## src/rtl/sync_fifo_flags.sv

```systemverilog
// Single-clock FIFO with registered or first-word-fall-through read, synchronous flush,
// programmable almost-full/almost-empty thresholds, occupancy count and sticky error flags.
module sync_fifo_flags #(
    parameter int DWIDTH    = 16,
    parameter int AWIDTH    = 8,
    parameter bit FWFT      = 1'b0,
    parameter int AFULL_TH  = (1 << AWIDTH) - 4,
    parameter int AEMPTY_TH = 4
) (
    input  logic              clk,
    input  logic              rst,
    input  logic              clear,
    input  logic              write_en,
    input  logic [DWIDTH-1:0] write_data,
    input  logic              read_en,
    output logic [DWIDTH-1:0] read_data,
    output logic              full,
    output logic              empty,
    output logic              almost_full,
    output logic              almost_empty,
    output logic [AWIDTH:0]   level,
    output logic              overflow,
    output logic              underflow
);

    localparam int DEPTH = 1 << AWIDTH;
    localparam logic [AWIDTH:0] DEPTH_L   = (AWIDTH + 1)'(DEPTH);
    localparam logic [AWIDTH:0] AFULL_L   = (AWIDTH + 1)'(AFULL_TH);
    localparam logic [AWIDTH:0] AEMPTY_L  = (AWIDTH + 1)'(AEMPTY_TH);

    logic [DWIDTH-1:0] mem [DEPTH];
    logic [AWIDTH-1:0] wptr;
    logic [AWIDTH-1:0] rptr;
    logic              flush;
    logic              wr_acc;
    logic              rd_acc;

    // rst and clear are equivalent: both flush every piece of control state.
    assign flush  = rst | clear;

    // Full and empty are told apart by level alone, since wptr == rptr in both cases.
    assign full         = (level == DEPTH_L);
    assign empty        = (level == '0);
    assign almost_full  = (level >= AFULL_L);
    assign almost_empty = (level <= AEMPTY_L);

    assign wr_acc = write_en & ~full;
    assign rd_acc = read_en & ~empty;

    always_ff @(posedge clk) begin
        if (!flush && wr_acc) begin
            mem[wptr] <= write_data;
        end
    end

    always_ff @(posedge clk) begin
        if (flush) begin
            wptr      <= '0;
            rptr      <= '0;
            level     <= '0;
            overflow  <= 1'b0;
            underflow <= 1'b0;
        end else begin
            if (wr_acc) begin
                wptr <= wptr + 1'b1;
            end
            if (rd_acc) begin
                rptr <= rptr + 1'b1;
            end
            case ({wr_acc, rd_acc})
                2'b10:   level <= level + 1'b1;
                2'b01:   level <= level - 1'b1;
                default: level <= level;
            endcase
            if (write_en && full) begin
                overflow <= 1'b1;
            end
            if (read_en && empty) begin
                underflow <= 1'b1;
            end
        end
    end

    generate
        if (FWFT) begin : g_fwft
            // Head word is presented combinationally; read_en only advances rptr.
            assign read_data = empty ? '0 : mem[rptr];
        end else begin : g_registered
            always_ff @(posedge clk) begin
                if (flush) begin
                    read_data <= '0;
                end else if (rd_acc) begin
                    read_data <= mem[rptr];
                end
            end
        end
    endgenerate

endmodule

```

## config.mk

```make
export PLATFORM = sky130hd
export DESIGN_NAME = sync_fifo_flags
export DESIGN_NICKNAME = d
export VERILOG_FILES = /design/src/rtl/sync_fifo_flags.sv
export SDC_FILE = /design/constraint.sdc
export NUM_CORES = 2
export LEC_CHECK = 0
export ABC_AREA = 0
export ABC_CLOCK_PERIOD_IN_PS = 4350
export CAP_MARGIN = 0
export CORE_UTILIZATION = 50
export CTS_BUF_LIST = sky130_fd_sc_hd__clkbuf_8
export DETAILED_ROUTE_END_ITERATION = 16
export PLACE_DENSITY = 0.64
export SKIP_CTS_REPAIR_TIMING = 1
export SYNTH_ARGS = -nofsm -noshare
export SYNTH_HDL_FRONTEND = slang
export SYNTH_SLANG_ARGS = --single-unit
```

## constraint.sdc

```tcl
create_clock -name clk -period 4.35 [get_ports clk]
set_input_delay 1.305 -clock clk [delete_from_list [all_inputs] [get_ports clk]]
set_output_delay 1.305 -clock clk [all_outputs]
set_load 0.1 [all_outputs]
```

==> run_results.csv <==
group,metric,value,unit
critical_path,cp_max_fo,26,
run,drv_cap,0,
placement,hpwl,291000,µm
layout,final_common_cell,"edfxtp_1",
floorplan,dieArea,0.322,mm²
grt,grt_max_degree,97,
yosys,syn_inst,7414,
yosys,ys_types,74,
timing,max_freq,228,MHz
timing,period_share,1.01,
routing,routed_wl,471000,µm
yosys,syn_avg_cell_area,21.5,µm²
grt,gr-total-overflow,0,
clock_tree,cts_buffers,642,
timing,timing.final.hold_violations,0,
timing,setup_ws,-39.7,ps
floorplan,fp.dieH,567,µm
outcome,outcome,"finished with violations",
layout,layout-drive-gt1-share,0.293,
clock_tree,cts_buffer_depth,4,
floorplan,die_w,567,µm
yosys,syn_area,0.160,mm²
clock_tree,path_clk_slew,70,ps
pwr,peakVddDrop,0.000325,V
yosys,async_flop_share,0,
critical_path,cp-start-kind,"flip-flop",
outcome,violations,"setup timing",
yosys,ys.flop_type,"edfxtp_1",
clock_tree,cts.sinks,4139,
pwr,leakage,0.0573,µW
clock_tree,ctsHtreeMaxLevel,6,
routing,drt-initial-drc-count,13300,
layout,nets,8479,
routing,wl_per_cell,35.9,µm
timing,finClkSkew,58.6,ps
clock_tree,cts_tree,"yes",
grt,first_global_vias,83400,
placement,portBuffers,51,
routing,detail-route-antenna-nets,0,
yosys,synthesis.nets,7449,
timing,rsz0062_at_grt,"no",
critical_path,arrival,5540,ps
layout,syn2layout_area_growth,14.3,%
routing,vias,84500,
yosys,ys_seq_elements,4139,
routing,drc_errors,0,
clock_tree,insertion_delay,1230,ps
grt,grt_pass1_wl,652000,µm
timing,max_slew_margin,0.0694,
yosys,ys_seq_area_frac,0.776,
floorplan,rows,207,
yosys,synth-edff-count,4096,
routing,drt-vias-per-instance,6.43,
layout,mostFrequentLayoutCells,"edfxtp_1, mux4_2, clkbuf_8",
grt,antenna_found_initial,29,
critical_path,crit_path_end_kind,"flip-flop",
layout,final_util,0.575,
worst_hold_path,hold_class,"flip-flop to flip-flop",
grt,track_usage,0.291,
routing,firstDrtPassIters,6,
critical_path,crit_type,"flip-flop to flip-flop",
timing,worst_pin_slew,1390,ps
timing,min_period,4390,ps
floorplan,io_pins,52,
pwr,power_density,419,mW/mm²
timing,maxSlewViolCount,0,
timing,fin_setup_tns,-42.5,ps
yosys,ys_warn_count,0,
placement,globalplace.congestion,0.936,
timing,setup_violations,2,
critical_path,required,5500,ps
clock_tree,cts.root.buffer_cell,"clkbuf_8",
floorplan,initial_utilization,0.503,
floorplan,coreArea,0.318,mm²
pwr,power.total,76500,µW
-- path summary, 6_finish.rpt --
path                              from                   endpoint  slack [ps]  cells past startpoint
min          read_data[6]$_SDFFE_PP0P_  read_data[6]$_SDFFE_PP0P_         500                      1
min reg2reg  read_data[6]$_SDFFE_PP0P_  read_data[6]$_SDFFE_PP0P_         500                      1
max reg2reg       rptr[5]$_SDFFE_PP0P_  read_data[6]$_SDFFE_PP0P_         -40                      7
max               rptr[5]$_SDFFE_PP0P_  read_data[6]$_SDFFE_PP0P_         -40                      7
-- cell families (layout without fill, tap and decap cells) --
kind of cell,Yosys count,in the layout,synth area share
flip-flops,4139,4139,0.776
other,0,16,0
XOR/XNOR,15,15,0.000823
adder cells (fa/ha/maj),14,14,0.00114
AND/OR/NAND/NOR,760,760,0.0201
AO/OA/AOI/OAI,738,738,0.0322
multiplexers,1300,1300,0.153
buffers and inverters,448,1970,0.0172
-- report_power, final --
| group | leakage (µW) | internal (µW) | switching (µW) | total (µW) |
|---|---|---|---|---|
| combinational | 0.0135 | 829 | 1690 | 2510 |
| clock | 0.00666 | 14800 | 15300 | 30100 |
| sequential | 0.0372 | 43800 | 29.6 | 43900 |
| total | 0.0573 | 59400 | 17000 | 76500 |
-- state kept, by name, summed over array words and instances, names as in the netlist --
| signal | flops |
|---|---|
| mem | 4096 |
| read_data | 16 |
| level | 9 |
| rptr | 8 |
| wptr | 8 |
| overflow | 1 |
| underflow | 1 |
-- per-layer routing --
metal	wire, µm	track usage	vias to the layer above
met5	59	0	-
met4	21000	0.121	10
met3	59700	0.0741	995
met2	215000	0.437	5825
met1	176000	0.410	44300
li1	-	-	33400
-- synthesized netlist by cell type, drive strengths merged, types with 19 or more instances --
cell type | instances | area, µm²
edfxtp | 4096 | 123000
mux4 | 912 | 20500
a211oi | 32 | 240
o21ai | 99 | 495
buf | 289 | 2160
a21oi | 172 | 861
a221oi | 81 | 716
dfxtp | 43 | 861
nor3 | 33 | 165
a22oi | 120 | 901
nand3 | 51 | 255
o211ai | 23 | 173
o221ai | 45 | 400
nor2b | 19 | 126
a22o | 20 | 175
nor2 | 345 | 1290
mux2i | 386 | 3860
o22ai | 37 | 231
nand2 | 244 | 916
clkbuf | 145 | 544
-- final cells by class --
class	instances	area (µm²)
diodes	16	40.0
clock buffers	659	9070
inverters	14	67.6
fillers	23000	135000
well taps	4180	5230
repair buffers	820	8210
clock inverters	477	2540
flip-flops and latches	4139	124000
multi-input cells	2827	33500
-- critical path, stage by stage, from the launching register on --
cell and delay (ps):
dfxtp_4 810, nor2b_4 290, buf_4 500, nand2_1 650, o21ai_0 960, a211oi_1 110, a311oi_1 730, a221o_1 210
-- per-stage QoR --
stage          setup WS [ps]  cells  area (µm²)  hold WS, ps
2_1_floorplan           46.8   7414      160000          478
3_3_place_gp            -287  12000      171000          455
3_5_place_dp            -215  12000      171000          475
4_1_cts                 -263  13100      183000          460
5_1_grt                 52.3  13100      183000          521
6_report               -39.7  13100      183000          503
Power figures use the tool's default switching activity.
